===== src/rtl/pdm_modulator.sv =====
// First-order sigma-delta PDM modulator fed by a small PCM FIFO.
// Each PCM sample is held for interpolation_factor_i PDM strobes; an empty FIFO falls back to midscale.
module pdm_modulator #(
    parameter int WIDTH      = 16,
    parameter int FIFO_DEPTH = 2
) (
    input  logic             clk_i,
    input  logic             rst_n_i,
    input  logic             reset_modulator_i,
    input  logic [31:0]      interpolation_factor_i,
    input  logic             signed_i,
    input  logic [WIDTH-1:0] pcm_i,
    input  logic             pcm_valid_i,
    output logic             pcm_ready_o,
    input  logic             strobe_i,
    output logic             pdm_o,
    output logic             pdm_valid_o,
    output logic             underflow_o,
    output logic             invalid_o
);

    localparam int AW = $clog2(FIFO_DEPTH);
    localparam logic [WIDTH-1:0] MIDSCALE = {1'b1, {(WIDTH-1){1'b0}}};

    typedef enum logic {IDLE, RUN} state_t;

    logic [WIDTH-1:0] mem [FIFO_DEPTH];
    logic [AW:0]      wr_ptr, rd_ptr;
    logic             fifo_empty, fifo_full;
    logic [WIDTH-1:0] fifo_head, stored_sample;
    logic             push, pop, active;

    state_t           state, state_next;
    logic [31:0]      hold_cnt, hold_cnt_next;
    logic [WIDTH-1:0] cur_sample, cur_sample_next, mod_sample;
    logic [WIDTH-1:0] acc;
    logic [WIDTH:0]   sum;
    logic             underflow_next;

    // Extra pointer MSB distinguishes full from empty when the indices match.
    assign fifo_empty = (wr_ptr == rd_ptr);
    assign fifo_full  = (wr_ptr[AW] != rd_ptr[AW]) && (wr_ptr[AW-1:0] == rd_ptr[AW-1:0]);
    assign fifo_head  = mem[rd_ptr[AW-1:0]];

    assign pcm_ready_o   = !fifo_full;
    assign invalid_o     = (interpolation_factor_i == 32'd0);
    assign stored_sample = signed_i ? {~pcm_i[WIDTH-1], pcm_i[WIDTH-2:0]} : pcm_i;
    assign push          = pcm_valid_i && pcm_ready_o && !reset_modulator_i;
    assign active        = strobe_i && !invalid_o && !reset_modulator_i;

    // NOTE: every output of this block gets a default first, so no latch can be inferred.
    always_comb begin
        pop             = 1'b0;
        state_next      = state;
        hold_cnt_next   = hold_cnt;
        cur_sample_next = cur_sample;
        mod_sample      = cur_sample;
        underflow_next  = 1'b0;
        if (active) begin
            if (state == RUN && hold_cnt != 32'd0) begin
                hold_cnt_next = hold_cnt - 32'd1;
            end else if (!fifo_empty) begin
                pop             = 1'b1;
                cur_sample_next = fifo_head;
                mod_sample      = fifo_head;
                hold_cnt_next   = interpolation_factor_i - 32'd1;
                state_next      = RUN;
            end else begin
                underflow_next  = (state == RUN);
                state_next      = IDLE;
                cur_sample_next = MIDSCALE;
                mod_sample      = MIDSCALE;
            end
        end
    end

    assign sum = {1'b0, acc} + {1'b0, mod_sample};

    // NOTE: the sample storage has no reset; the pointers alone define what is valid.
    always_ff @(posedge clk_i) begin
        if (push) begin
            mem[wr_ptr[AW-1:0]] <= stored_sample;
        end
    end

    // NOTE: all sequential state uses non-blocking assignments so every register sees pre-edge values.
    always_ff @(posedge clk_i or negedge rst_n_i) begin
        if (!rst_n_i) begin
            wr_ptr      <= '0;
            rd_ptr      <= '0;
            state       <= IDLE;
            hold_cnt    <= '0;
            cur_sample  <= MIDSCALE;
            acc         <= '0;
            pdm_o       <= 1'b0;
            pdm_valid_o <= 1'b0;
            underflow_o <= 1'b0;
        end else if (reset_modulator_i) begin
            wr_ptr      <= '0;
            rd_ptr      <= '0;
            state       <= IDLE;
            hold_cnt    <= '0;
            cur_sample  <= MIDSCALE;
            acc         <= '0;
            pdm_o       <= 1'b0;
            pdm_valid_o <= 1'b0;
            underflow_o <= 1'b0;
        end else begin
            if (push) wr_ptr <= wr_ptr + (AW+1)'(1);
            if (pop)  rd_ptr <= rd_ptr + (AW+1)'(1);
            pdm_valid_o <= active;
            underflow_o <= underflow_next;
            if (active) begin
                state      <= state_next;
                hold_cnt   <= hold_cnt_next;
                cur_sample <= cur_sample_next;
                acc        <= sum[WIDTH-1:0];
                pdm_o      <= sum[WIDTH];
            end
        end
    end

endmodule


===== config.mk =====
export PLATFORM = sky130hd
export DESIGN_NAME = pdm_modulator
export DESIGN_NICKNAME = d
export VERILOG_FILES = /design/src/rtl/pdm_modulator.sv
export SDC_FILE = /design/constraint.sdc
export NUM_CORES = 1
export LEC_CHECK = 0
export BUFFER_PORTS_ARGS = -buffer_cell sky130_fd_sc_hd__buf_4
export CORE_MARGIN = 1
export CORE_UTILIZATION = 30
export DETAILED_ROUTE_END_ITERATION = 12
export GPL_TIMING_DRIVEN = 1
export PLACE_DENSITY = 0.44
export SYNTH_ARGS = -nofsm -noshare
export SYNTH_HDL_FRONTEND = slang
export SYNTH_SLANG_ARGS = --single-unit

===== constraint.sdc =====
create_clock -name clk_i -period 13.4 [get_ports clk_i]
set_input_delay 2.68 -clock clk_i [delete_from_list [all_inputs] [get_ports clk_i]]
set_output_delay 2.68 -clock clk_i [all_outputs]
set_load 0.02 [all_outputs]

== After elaboration in Yosys (flattened, before gate mapping) ==
Memories as Yosys holds them, arrays and structs flattened.
Index checks and enable logic that the tools add are counted.

* Register bits: 72
* Bits in writable memories: 32
* Input port bits: 54
* Output and inout bits: 5
* Memories: 1

* Add/subtract/negate cells: 5
* Eq/ne operators: 5
* Mux-type cells: 30
* Bitwise operators: 1
* Reduce and logical (&&, ||, !) cells: 16

{| class="wikitable"
|+ Memories
! memory !! depth !! width !! read ports !! clocked after memory_dff !! write ports !! RTL line !! source
|-
| mem || 2 || 16 || 1 || 0 || 1 || 27 || <nowiki>logic [WIDTH-1:0] mem [FIFO_DEPTH];</nowiki>
|}

{| class="wikitable"
|+ Operators by type and width
! cell !! number
|-
| 2-to-1 mux 32 bit || 4
|-
| 2-to-1 mux 16 bit || 7
|-
| subtractor 32 x 1 -> 32 bit (second input constant) || 2
|-
| zero test 32 bit || 1
|-
| nonzero test 32 bit || 1
|-
| adder 16 x 16 -> 17 bit || 1
|-
| 2-to-1 mux 1 bit || 15
|-
| 2-to-1 mux 2 bit || 4
|-
| logical AND 1 bit || 6
|-
| nonzero test 2 bit || 3
|-
| adder 2 x 1 -> 2 bit (second input constant) || 2
|-
| AND reduction 2 bit || 2
|-
| zero test 1 bit || 3
|-
| inequality test 3 x 2 -> 1 bit (second input constant) || 1
|-
| equality test 2 bit || 1
|-
| inequality test 2 bit (second input constant) || 1
|-
| equality test 1 bit || 1
|-
| inequality test 1 bit || 1
|-
| inverter 1 bit || 1
|}

== Logic depth before layout (Yosys ltp) ==
* Depth in word-level cells: 8
* Gate-level depth with buffers: 21
* Gate-level depth less buffers: 17

== Worst setup path after synthesis ==
OpenSTA, ideal clock, no wires.

* Path kind: input to output
* From: input port interpolation_factor_i[7]
* To: output port invalid_o
* Arrival time: 4.379 ns
* Required time: 10.720 ns
* Setup slack: 6.341 ns
* Stages on the path: 3
* Cell sequence: or4_1 or3_1 nor4_1

* Cells in the longest elaborated chain, start to end: 1

{| class="wikitable"
|+ RTL lines
! what !! RTL line !! source
|-
| start, declared || 10 || <nowiki>input logic [31:0] interpolation_factor_i,</nowiki>
|-
| zero test 32 bit || 46 || <nowiki>assign invalid_o = (interpolation_factor_i == 32'd0);</nowiki>
|-
| end, declared || 19 || <nowiki>output logic invalid_o</nowiki>
|}

No other way between the ends.

== Worst setup path in the final report ==
Same ends and word-level chain as after synthesis.

==> flow_summary.toml <==
[power]
cellInternalPower_uw = 596
clock_power_share = 0.290
power.share.switching = 0.362
part_of_the_power_in_combinational_logic = 0.301
seq_power_share = 0.409
power_per_standard_cell_area_nw_per_um2 = 126
p_leak_uw = 0.00316
net-switching-power_uw = 338
ir_drop_mv = 0.0593

[sta]
finalHoldViolations = 0
finalCriticalPeriod_ps = 7300
worst_slew_pin_slew_ps = 984
fmax_mhz = 137
setup_viol_count_final = 0
totalNegativeSetupSlack_ps = 0
max_slew_margin = 0.344
total_count_of_max_transition_violations_in_the_final_report = 0
grt_setup_unrepaired = "no"
timing.clock.skew_ps = 15.7
final_min_period_over_clock_period = 0.545
hold_slack_ps = 498

[floorplan]
dieArea_um2 = 21800
die_h_um = 148
boundary_pin_count = 59
initial_core_util = 0.311
floorplan.core_area_um2 = 20500
die_width_um = 148
core.rowCount = 52

[clocking]
clock_sinks = 104
clock_tree_from_tritoncts = "done"
clock_tree.buffer_depth = 2
hold_fix_buffers_at_cts = 0
cts_setup_buffers = 0
cts-buffers-inserted = 9
post_cts.resized_instances = 0
cts.root.buffer_cell = "sky130_fd_sc_hd__clkbuf_16"
clk-insertion-delay-late_ps = 360
number_of_levels_the_h_tree_was_split_into = 3
clk_pin_slew_worst_paths_ps = 80

[synth]
ys_ff_latch = 104
ys_async_sr_fraction = 0.692
synth.cell_area_um2 = 6360
synth-edff-count = 32
netlist-cell-type-count = 62
ys_seq_area_frac = 0.434
ys_dominant_reg_cell = "sky130_fd_sc_hd__dfrtp_1"
syn_nets = 751
yosys-top-cells-area = "sky130_fd_sc_hd__dfrtp_1 (28%), sky130_fd_sc_hd__edfxtp_1 (15%), sky130_fd_sc_hd__mux2i_1 (4.9%)"
synth_largest_area_cell = "sky130_fd_sc_hd__dfrtp_1"
postSynthCellCount = 675
synth_top_area_frac = 0.279
avgSynthCellArea_um2 = 9.43
warning_count_from_the_yosys_run = 0

[critical_path]
crit_start = "interpolation_factor_i[7]"
cp_launch_type = "input pin"
critical_path_class = "in -> out"
endpoint_kind = "output pin"
rr_startpoint = "hold_cnt[5]"
critical_path_peak_fanout = 5
cp.arrival_ps = 4620
cp.required_ps = 10720

[detailed_routing]
number_of_drc_violations_after_detailed_routing = 0
met2RoutedLength_um = 8680
routedWlPerCell_um = 17.6
met3_length_um = 583
route.final.wire_length_um = 17600
wirelength_met1_um = 8080
antenna_violating_nets_post_route = 0
topRoutingLayerUsed = "met4"
vias = 5259
route.detailed.vias_per_inst = 5.26
drt_iter0_drc = 233
first_pass_iters = 5

[grt]
number_of_antenna_violations_at_the_first_check_in_global_routing = 0
number_of_global_route_vias_before_repair = 5237
overall_fraction_of_global_route_tracks_in_use = 0.168
grt_max_degree = 73
grt_remaining_overflow = 0
wire_length_of_the_first_global_routing_pass_um = 28400

[final_layout]
areaGrowthSynthToFinish_pct = 16.6
insertedDiodeCount = 0
final_stage_net_count = 801
layout.cells.most_common_list = "sky130_fd_sc_hd__dfrtp_1 (71), sky130_fd_sc_hd__buf_4 (70), sky130_fd_sc_hd__nor2_1 (68)"
fin_util = 0.362
final_common_cell = "sky130_fd_sc_hd__dfrtp_1"
post_route_cells_drive_above_1_share = 0.147

[place]
dpl_wire_length_um = 12500
gpl.final_weighted_congestion = 0.833
port_buffers = 58

[run_status]
outcome = "finished clean"

[min_path]
startpoint_of_the_most_critical_hold_path = "rd_ptr[1]"
worst_hold_path_type = "reg -> reg"

[job]
drv.max_cap_violation_count = 0
-- area by class of cell --
type                       count  area, um^2
fill                        2096       13100
clock buffer                   9         225
inverter                      10        37.5
tap                          270         338
clock inverter                 7        83.8
multi-input combinational    530        3450
timing repair buffer          70         526
sequential                   104        2760
-- state kept, by name (all words and copies together) (netlist names) --
register     count
pdm_valid_o      1
underflow_o      1
rd_ptr           2
mem             32
hold_cnt        32
pdm_o            1
acc             16
cur_sample      16
state            1
wr_ptr           2
-- synthesized netlist by cell type, drive strengths merged (5+ instances only) --
cell / count
edfxtp: 32
a21oi: 39
or3: 13
nand3: 11
xnor2: 25
inv: 10
mux2i: 31
a22oi: 5
nor4: 15
a21o: 8
clkbuf: 19
nand2: 68
a221o: 10
xor2: 24
nand2b: 5
or4: 8
nor3: 48
dfrtp: 71
and2: 15
buf: 12
o31ai: 18
nor2: 68
o21ai: 41
ha: 21
-- power groups by stage --
stage,clock (uW),combinational (uW),sequential [uW]
6_report,271,281,382
5_1_grt,292,313,387
4_1_cts,279,285,382
3_5_place_dp,0,284,388
3_3_place_gp,0,282,388
2_1_floorplan,0,200,380
-- worst max-delay path, cell delays in order --
cell and delay (ps):
sky130_fd_sc_hd__buf_4 120, sky130_fd_sc_hd__or4_1 580, sky130_fd_sc_hd__or3_1 470, sky130_fd_sc_hd__nor4_1 530, sky130_fd_sc_hd__buf_4 240
-- routing by layer --
metal  global-route usage  vias up
li1                     -     2570
met2                0.287       92
met5                    0        -
met1                0.219     2581
met4               0.0510        0
met3               0.0269       16
-- cells by family after synthesis --
logic type               count (synthesis)  share of synthesized area
multiplexers                            35                     0.0558
XOR/XNOR                                49                     0.0674
flip-flops                             104                      0.434
adder cells (fa/ha/maj)                 22                     0.0444
buffers and inverters                   41                     0.0269
AND/OR/NAND/NOR                        271                      0.211
AO/OA/AOI/OAI                          153                      0.160
-- through the flow --
| step | power (uW) | setup WS (ps) | cells | cell area (um^2) |
|---|---|---|---|---|
| 4_1_cts | 946 | 6160 | 1000 | 7420 |
| 2_1_floorplan | 580 | 6340 | 675 | 6360 |
| 5_1_grt | 992 | 5960 | 1000 | 7420 |
| 3_3_place_gp | 670 | 6010 | 984 | 7110 |
| 6_report | 934 | 6100 | 1000 | 7420 |
| 3_5_place_dp | 672 | 5940 | 984 | 7110 |
-- path summary, 6_finish.rpt --
path / to / slack, ps / depth (start not counted)
worst max-delay path: invalid_o / 6100 / 5
worst min-delay path: rd_ptr[1] / 500 / 1
worst max register to register: pdm_o / 8480 / 17
worst min register to register: rd_ptr[1] / 500 / 1
max in group asynchronous: cur_sample[0] / 10290 / 1
min in group asynchronous: hold_cnt[8] / 2480 / 1
Note: power is estimated with default switching activity, not from simulation.
